===== src/rtl/adiabatic_pclk_sequencer_if.sv =====
// Bundle between the power-clock sequencer and its controller / level drivers.
//   run      controller -> sequencer  level: 1 = generate clocks, 0 = drain and stop
//   div      controller -> sequencer  step stretch (each step lasts div+1 clk cycles)
//   lvl_pos  sequencer -> driver      phase k clkpos tap at [k*STEP_W +: STEP_W]
//   lvl_neg  sequencer -> driver      phase k clkneg tap (MAX - lvl_pos)
//   active   sequencer -> controller  phase k currently cycling
//   q_tick   sequencer -> controller  pulse on the first cycle of every quarter
//   busy     sequencer -> controller  sequencer not idle
interface adiabatic_pclk_sequencer_if #(
    parameter int STEP_W = 2,
    parameter int DIV_W  = 4
);
    logic                  run;
    logic [DIV_W-1:0]      div;
    logic [4*STEP_W-1:0]   lvl_pos;
    logic [4*STEP_W-1:0]   lvl_neg;
    logic [3:0]            active;
    logic                  q_tick;
    logic                  busy;

    modport master (output run, div, input lvl_pos, lvl_neg, active, q_tick, busy);
    modport slave  (input run, div, output lvl_pos, lvl_neg, active, q_tick, busy);
endinterface


===== src/rtl/adiabatic_pclk_sequencer.sv =====
// 4-phase stepwise-charging power-clock sequencer for the adiabatic datapath.
// Each phase walks a trapezoid RISE/HOLD/FALL/WAIT, phase k lagging phase 0 by
// k quarters. Phases are switched on only at RISE entry and off only at FALL
// exit, so no gate ever sees a partial ramp (reset excepted).
// Ports:
//   clk    in  system clock, rising edge
//   reset  in  synchronous, active-high
//   bus    slave side of adiabatic_pclk_sequencer_if (run, div in;
//          lvl_pos, lvl_neg, active, q_tick, busy out - all registered)
module adiabatic_pclk_sequencer #(
    parameter int STEP_W = 2,
    parameter int DIV_W  = 4
) (
    input  logic                       clk,
    input  logic                       reset,
    adiabatic_pclk_sequencer_if.slave  bus
);
    localparam logic [STEP_W-1:0] MAX = '1;
    localparam logic [STEP_W-1:0] ONE = STEP_W'(1);

    typedef enum logic [1:0] {IDLE, RUN, DRAIN} state_t;

    state_t              state, n_state;
    logic [DIV_W-1:0]    div_r, n_div, d, n_d;
    logic [STEP_W-1:0]   s, n_s;
    logic [1:0]          q, n_q, lq_g, lq;
    logic [3:0]          act, n_act;
    logic                n_tick;
    logic [STEP_W-1:0]   lv;
    logic [4*STEP_W-1:0] n_pos, n_neg;
    logic [4*STEP_W-1:0] pos_r, neg_r;
    logic                tick_r, busy_r;

    // Next-state: FSM, step/quarter counters and phase gating.
    always_comb begin
        n_state = state;
        n_div   = div_r;
        n_d     = d;
        n_s     = s;
        n_q     = q;
        n_act   = act;
        n_tick  = 1'b0;
        lq_g    = '0;
        case (state)
            IDLE: begin
                if (bus.run) begin
                    n_state = RUN;
                    n_div   = bus.div;
                    n_d     = '0;
                    n_s     = '0;
                    n_q     = '0;
                    n_act   = 4'b0001;
                end
            end
            default: begin
                if (d == div_r) begin
                    n_d = '0;
                    if (s == MAX - ONE) begin
                        n_s    = '0;
                        n_q    = q + 2'd1;
                        n_tick = 1'b1;
                        // Gating decisions happen only at quarter boundaries:
                        // entering RISE arms a phase (RUN only), leaving FALL
                        // in DRAIN disarms it.
                        for (int unsigned k = 0; k < 4; k++) begin
                            lq_g = n_q - 2'(k);
                            if (lq_g == 2'd0)
                                n_act[k] = (state == RUN);
                            else if (lq_g == 2'd3 && state == DRAIN)
                                n_act[k] = 1'b0;
                        end
                    end else begin
                        n_s = s + ONE;
                    end
                end else begin
                    n_d = d + DIV_W'(1);
                end
                if (state == RUN) begin
                    if (!bus.run) n_state = DRAIN;
                end else if (bus.run) begin
                    n_state = RUN;
                end else if (act == 4'b0000) begin
                    n_state = IDLE;
                end
            end
        endcase
    end

    // Levels are derived from the next counter values so the registered
    // outputs line up with the counters they describe.
    always_comb begin
        n_pos = '0;
        n_neg = '0;
        lq    = '0;
        lv    = '0;
        for (int unsigned k = 0; k < 4; k++) begin
            lq = n_q - 2'(k);
            case (lq)
                2'd0:    lv = n_s + ONE;
                2'd1:    lv = MAX;
                2'd2:    lv = MAX - ONE - n_s;
                default: lv = '0;
            endcase
            if (!n_act[k]) lv = '0;
            n_pos[k*STEP_W +: STEP_W] = lv;
            n_neg[k*STEP_W +: STEP_W] = MAX - lv;
        end
    end

    always_ff @(posedge clk) begin
        if (reset) begin
            state  <= IDLE;
            div_r  <= '0;
            d      <= '0;
            s      <= '0;
            q      <= '0;
            act    <= '0;
            tick_r <= 1'b0;
            busy_r <= 1'b0;
            pos_r  <= '0;
            neg_r  <= '1;
        end else begin
            state  <= n_state;
            div_r  <= n_div;
            d      <= n_d;
            s      <= n_s;
            q      <= n_q;
            act    <= n_act;
            tick_r <= n_tick;
            busy_r <= (n_state != IDLE);
            pos_r  <= n_pos;
            neg_r  <= n_neg;
        end
    end

    assign bus.lvl_pos = pos_r;
    assign bus.lvl_neg = neg_r;
    assign bus.active  = act;
    assign bus.q_tick  = tick_r;
    assign bus.busy    = busy_r;
endmodule


===== src/flat_wrapper.sv =====
// flat-port wrapper written by rule: the top's interface ports become plain ports
module adiabatic_pclk_sequencer_flat 
#(
    parameter int STEP_W = 2,
    parameter int DIV_W  = 4
)
  (clk, reset, bus_run, bus_div, bus_lvl_pos, bus_lvl_neg, bus_active, bus_q_tick, bus_busy);
  adiabatic_pclk_sequencer_if #(.STEP_W(STEP_W), .DIV_W(DIV_W)) bus_i ();
  input  logic clk;
  input  logic reset;
  input wire logic [$bits(bus_i.run)-1:0] bus_run;
  input wire logic [$bits(bus_i.div)-1:0] bus_div;
  output wire logic [$bits(bus_i.lvl_pos)-1:0] bus_lvl_pos;
  output wire logic [$bits(bus_i.lvl_neg)-1:0] bus_lvl_neg;
  output wire logic [$bits(bus_i.active)-1:0] bus_active;
  output wire logic [$bits(bus_i.q_tick)-1:0] bus_q_tick;
  output wire logic [$bits(bus_i.busy)-1:0] bus_busy;
  assign bus_i.run = bus_run;
  assign bus_i.div = bus_div;
  assign bus_lvl_pos = bus_i.lvl_pos;
  assign bus_lvl_neg = bus_i.lvl_neg;
  assign bus_active = bus_i.active;
  assign bus_q_tick = bus_i.q_tick;
  assign bus_busy = bus_i.busy;
  adiabatic_pclk_sequencer #(.STEP_W(STEP_W), .DIV_W(DIV_W)) u_core (.clk(clk), .reset(reset), .bus(bus_i));
endmodule

===== config.mk =====
export PLATFORM = sky130hd
export DESIGN_NAME = adiabatic_pclk_sequencer_flat
export DESIGN_NICKNAME = d
export VERILOG_FILES = /design/src/rtl/adiabatic_pclk_sequencer_if.sv /design/src/rtl/adiabatic_pclk_sequencer.sv /design/src/flat_wrapper.sv
export SDC_FILE = /design/constraint.sdc
export NUM_CORES = 1
export LEC_CHECK = 0
export ABC_CLOCK_PERIOD_IN_PS = 2800
export BUFFER_PORTS_ARGS = -buffer_cell sky130_fd_sc_hd__buf_2
export CAP_MARGIN = 20
export CORE_ASPECT_RATIO = 0.9
export CORE_MARGIN = 5
export CORE_UTILIZATION = 55
export CTS_BUF_LIST = sky130_fd_sc_hd__clkbuf_8 sky130_fd_sc_hd__clkbuf_16
export DETAILED_ROUTE_END_ITERATION = 10
export GPL_ROUTABILITY_DRIVEN = 0
export HOLD_SLACK_MARGIN = 0.03
export MAX_ROUTING_LAYER = met4
export PLACE_DENSITY = 0.78
export SLEW_MARGIN = 20
export SYNTH_ARGS = -nofsm -noshare
export SYNTH_HDL_FRONTEND = slang
export SYNTH_SLANG_ARGS = --single-unit

===== constraint.sdc =====
create_clock -name clk -period 2.8 [get_ports clk]
set_input_delay 0.28 -clock clk [delete_from_list [all_inputs] [get_ports clk]]
set_output_delay 0.28 -clock clk [all_outputs]
set_load 0.005 [all_outputs]

== After elaboration in Yosys (flattened, before gate mapping) ==
Cells that the tools add are included.

* Register bits after elaboration: 36
* Input port bits: 7
* Logic and storage cells: 98

* Add/subtract/negate cells: 15
* Equality and inequality tests: 17
* Mux-type cells: 38
* Bitwise gates (word level): 1
* Reductions and logical operators: 17

{| class="wikitable"
|+ Operator list
! kind !! count
|-
| two-way mux 2 bit || 18
|-
| two-way mux 4 bit || 7
|-
| case mux 2 bit (3 select lines) || 4
|-
| == test 2 bit (second input constant) || 10
|-
| zero test 2 bit || 9
|-
| == test 2 x 1 -> 1 bit (second input constant) || 5
|-
| subtractor 2 bit (first input constant) || 5
|-
| two-way mux 1 bit || 9
|-
| subtractor 2 bit (second input constant) || 4
|-
| adder 2 x 1 -> 2 bit (second input constant) || 3
|-
| adder 4 x 1 -> 4 bit (second input constant) || 1
|-
| == test 4 bit || 1
|-
| logical AND 1 bit || 4
|-
| zero test 4 bit || 1
|-
| subtractor 2 x 1 -> 2 bit (second input constant) || 2
|-
| OR reduction 3 bit || 1
|-
| != test 2 bit (second input constant) || 1
|-
| AND reduction 2 bit || 1
|-
| nonzero test 2 bit || 1
|-
| NOT 1 bit || 1
|}

== Longest topological paths before layout ==
* Depth in word-level cells: 11
* Gate-level depth with buffers: 8
* Gate-level depth less buffers: 7

== Worst setup path before layout ==
OpenSTA, ideal clock, no wires.

* Path kind: register to register
* From: register u_core.q[0]
* To: register u_core.neg_r[2] (netlist: u_core.bus.lvl_neg[2])
* Arrival time: 1812 ps
* Required time: 2686 ps
* Path slack: 874 ps
* Cell stages (with the launch flop): 7
* Buffers on the path: 1
* Cell sequence: dfxtp_1 buf_2 inv_1 ha_1 or3_1 mux2_2 a21o_1

* Longest elaborated chain between the ends: 11

{| class="wikitable"
|+ RTL lines
! item !! line !! RTL
|-
| start, declared || adiabatic_pclk_sequencer.sv:26 || <nowiki>logic [1:0] q, n_q, lq_g, lq;</nowiki>
|-
| start signal, assigned || adiabatic_pclk_sequencer.sv:127 || <nowiki>q <= n_q;</nowiki>
|-
| adder 2 x 1 -> 2 bit || adiabatic_pclk_sequencer.sv:60 || <nowiki>n_q = q + 2'd1;</nowiki>
|-
| subtractor 2 x 1 -> 2 bit || adiabatic_pclk_sequencer.sv:66 || <nowiki>lq_g = n_q - 2'(k);</nowiki>
|-
| == test 2 bit || adiabatic_pclk_sequencer.sv:69 || <nowiki>else if (lq_g == 2'd3 && state == DRAIN)</nowiki>
|-
| logical AND 1 bit || adiabatic_pclk_sequencer.sv:69 ||
|-
| two-way mux 1 bit || adiabatic_pclk_sequencer.sv:69 ||
|-
| two-way mux 1 bit || adiabatic_pclk_sequencer.sv:67 || <nowiki>if (lq_g == 2'd0)</nowiki>
|-
| two-way mux 4 bit || adiabatic_pclk_sequencer.sv:58 || <nowiki>if (s == MAX - ONE) begin</nowiki>
|-
| two-way mux 4 bit || adiabatic_pclk_sequencer.sv:56 || <nowiki>if (d == div_r) begin</nowiki>
|-
| two-way mux 4 bit || adiabatic_pclk_sequencer.sv:44 || <nowiki>case (state)</nowiki>
|-
| two-way mux 2 bit * || adiabatic_pclk_sequencer.sv:104 || <nowiki>if (!n_act[k]) lv = '0;</nowiki>
|-
| subtractor 2 bit * || adiabatic_pclk_sequencer.sv:106 || <nowiki>n_neg[k*STEP_W +: STEP_W] = MAX - lv;</nowiki>
|-
| end signal, assigned || adiabatic_pclk_sequencer.sv:132 || <nowiki>neg_r <= n_neg;</nowiki>
|-
| end, declared || adiabatic_pclk_sequencer.sv:31 || <nowiki>logic [4*STEP_W-1:0] pos_r, neg_r;</nowiki>
|}

Every way passes the cells marked *; elsewhere a longest branch is shown, timed or not.
A chain may end at the register's enable or synchronous reset.

== Worst setup path in the final report ==
Same ends and word-level chain as after synthesis.

==> flow_summary.yaml <==
synth:
  synth-seq-cells: 36
  ys_top_cells_by_count: "dfxtp_1, nand2_1, a21oi_1"
  ys_types: 52
  async_reset_ff_share_pct: 0
  avgSynthCellArea_sq_um: 9.70
  synth-edff-count: 0
  yosysTopAreaCell: "dfxtp_1"
  ys_warn_count: 0
  synth.most_common_cell: "dfxtp_1"
  netlist_area_sq_um: 1740
  synthCells: 179
  synth_top_flop_cell: "dfxtp_1"
  synth_area_leaders: "dfxtp_1, ha_1, a21oi_1, nand2_1, xnor2_2"
  yosysSeqAreaShare_pct: 41.5
  syn-num-nets: 195
  synth_top_area_share_pct: 41.5
clocking:
  clockRootBuffer: "clkbuf_8"
  cts_buffer_depth: 2
  cts_max_level: 2
  hold_buffers: 0
  cts_tree: "built"
  post-cts-setup-buffer-count: 0
  numCtsBuffers: 5
  insertion_delay_ns: 0.28
  post_cts_resized: 0
  clock_sinks: 36
  clk_pin_slew_ns: 0.07
global_routing:
  grt_pass1_wl_um: 6500
  overflow: 0
  grt_pass1_vias: 1415
  track_usage_pct: 18.8
  grt_antenna_before_repair: 0
  grt_max_degree: 16
floorplan:
  die-area_sq_um: 4380
  fp.coreArea_sq_um: 3040
  start_util_pct: 57.0
  row_count: 19
  die_x_um: 69.2
  io_pins: 29
  dieHeight_um: 63.3
pwr:
  intPower_w: 0.000768
  power.density_nw_per_um2: 517
  ir_drop_uv: 438
  p_seq_share_pct: 52.8
  power_switching_w: 0.000258
  pwr-share-clk_pct: 35.0
  leakage_nw: 0.809
  pwr-share-comb_pct: 12.2
  switching_share_pct: 25.2
finish:
  diodes: 0
  syn2layout_area_growth_pct: 14.3
  n_fill_cell: 280
  drive_above_1_share_pct: 26.4
  utilization_pct: 65.2
  multi_input_area_sq_um: 951
  layout.area.seq_sq_um: 721
  nets: 223
  finalInstanceArea_sq_um: 1980
sta:
  hold_viol: 0
  setup_viol: 0
  setup_slack_ns: 0.519
  tns_ns: 0
  tightest_slew_ns: 0.502
  max_slew_margin_pct: 66.4
  timing.final.crit_share_pct: 81.5
  drv_slew: 0
  max_clock_freq_ghz: 0.438
  rsz0062_at_grt: "false"
  whs_ns: 0.232
  finalCriticalPeriod_ns: 2.28
  fin_skew_ns: 0.00534
worst_setup_path:
  critical_path_buf_inv_count: 1
  crit_slowest_cell: "dfxtp_1"
  arrival_ns: 2.46
  crit_cells: 5
  worst-setup-path-type: "flop to flop"
  crit_start: "u_core.q[0]"
  crit_required_ns: 2.98
  cp_top_family: "flip-flops"
  crit_chain: "inv_1, ha_1, or3_1, mux2_2, a21o_1"
  r2r_slack_ns: 0.52
  cp_slowest_stage_delay_ns: 0.62
  r2r_end: "u_core.bus.lvl_neg[2]"
  r2r_start: "u_core.q[0]"
  crit_end: "u_core.bus.lvl_neg[2]"
  start_kind: "flop"
  endpoint_kind: "flop"
  critical_path.max_fanout: 12
  reg2regPathDepth: 5
worst_hold_path:
  hold_class: "primary input to flop"
route:
  drt_pass1_iterations: 4
  antenna_left: 0
  drc: 0
  routed-via-count: 1413
  drt_first_iter_violations: 88
  post_drt_wl_per_cell_um: 14.9
  via_per_inst: 5.65
  wirelength_um: 3720
place:
  place_worst_setup_slack_ns: 0.560
  place.port_buffers: 28
  hpwl_um: 2810
  placement.cell_area_sq_um: 1890
run_status:
  status: "finished, final reports clean"
flow_run:
  drv_cap: 0
==> layout by cell type, fill, tap and decap left out, types with 2 or more instances in the layout <==
| master | instances |
|---|---|
| dfxtp_1 | 36 |
| buf_2 | 28 |
| nand2_1 | 15 |
| a21oi_1 | 13 |
| nor2_1 | 10 |
| ha_1 | 9 |
| nand3_1 | 8 |
| o21ai_0 | 7 |
| inv_1 | 6 |
| or3_1 | 6 |
| clkbuf_8 | 6 |
| nor2b_1 | 4 |
| xnor2_1 | 3 |
| xnor2_2 | 3 |
| mux2i_1 | 3 |
| a31oi_1 | 3 |
| and3_1 | 3 |
| a21o_1 | 3 |
| nor4_1 | 2 |
| nand2_4 | 2 |
| mux2_2 | 2 |
| a311oi_2 | 2 |
| o21a_1 | 2 |
| a32o_1 | 2 |
| o211ai_1 | 2 |
| nor3_1 | 2 |
| buf_4 | 2 |
==> worst register-to-register path, cell delays in order, from the launching register on <==
cell and delay [ns]:
dfxtp_1 0.62, inv_1 0.32, ha_1 0.41, or3_1 0.37
mux2_2 0.31, a21o_1 0.16
==> cells by family (layout without fill, tap and decap cells) <==
| group | count (synthesis) | after routing | synth area share, % |
|---|---|---|---|
| AND/OR/NAND/NOR | 65 | 65 | 22.0 |
| AO/OA/AOI/OAI | 43 | 43 | 17.6 |
| flip-flops | 36 | 36 | 41.5 |
| buffers and inverters | 13 | 42 | 3.68 |
| adder cells (fa/ha/maj) | 9 | 9 | 6.49 |
| XOR/XNOR | 7 | 7 | 4.83 |
| multiplexers | 6 | 6 | 3.89 |
==> power groups by stage <==
stage	clock network, W	registers [W]	logic [W]
2_1_floorplan	0	0.000547	0.000103
3_3_place_gp	0	0.000552	0.000120
3_5_place_dp	0	0.000553	0.000125
4_1_cts	0.000367	0.000541	0.000125
5_1_grt	0.000402	0.000543	0.000137
6_report	0.000359	0.000541	0.000126
==> through the flow <==
stage,cells,power (W)
floorplan,179,0.000650
global placement,242,0.000672
detailed placement,242,0.000678
CTS,250,0.00103
global route,250,0.00108
finish,250,0.00103
==> routing by layer <==
metal	part of all wire, %	global-route usage, %	vias up
li1	-	-	694
met1	43	20.6	683
met2	52	32.7	29
met3	3.8	6.36	7
met4	1.2	5.12	0
met5	0	-	-
==> layout make-up <==
| cell class | instances | share of cell area, % |
|---|---|---|
| Multi-Input combinational cell | 130 | 47.9 |
| Clock buffer | 6 | 4.16 |
| Clock inverter | 2 | 0.378 |
| Timing Repair Buffer | 30 | 7.82 |
| Tap cell | 42 | 2.65 |
| Sequential cell | 36 | 36.3 |
| Inverter | 4 | 0.757 |
==> sequential cells by signal (all words and copies together) (netlist names) <==
signal              count
u_core.d                4
u_core.q                2
u_core.state            2
u_core.div_r            4
u_core.s                2
u_core.bus.active       4
u_core.bus.q_tick       1
u_core.bus.lvl_neg      8
u_core.bus.busy         1
u_core.bus.lvl_pos      8
==> worst min-delay path by stage <==
stage | slack (ns) | to | startpoint | cells after the start
detailed placement | 0.49 | u_core.div_r[1] | u_core.div_r[1] | 2
finish | 0.23 | u_core.div_r[3] | bus_div[3] | 3
floorplan | 0.38 | u_core.state[1] | bus_run | 1
global placement | 0.47 | u_core.div_r[1] | u_core.div_r[1] | 2
global route | 0.22 | u_core.div_r[0] | bus_div[0] | 3
CTS | 0.23 | u_core.div_r[3] | bus_div[3] | 3
Note: power is estimated with default switching activity, not from simulation.
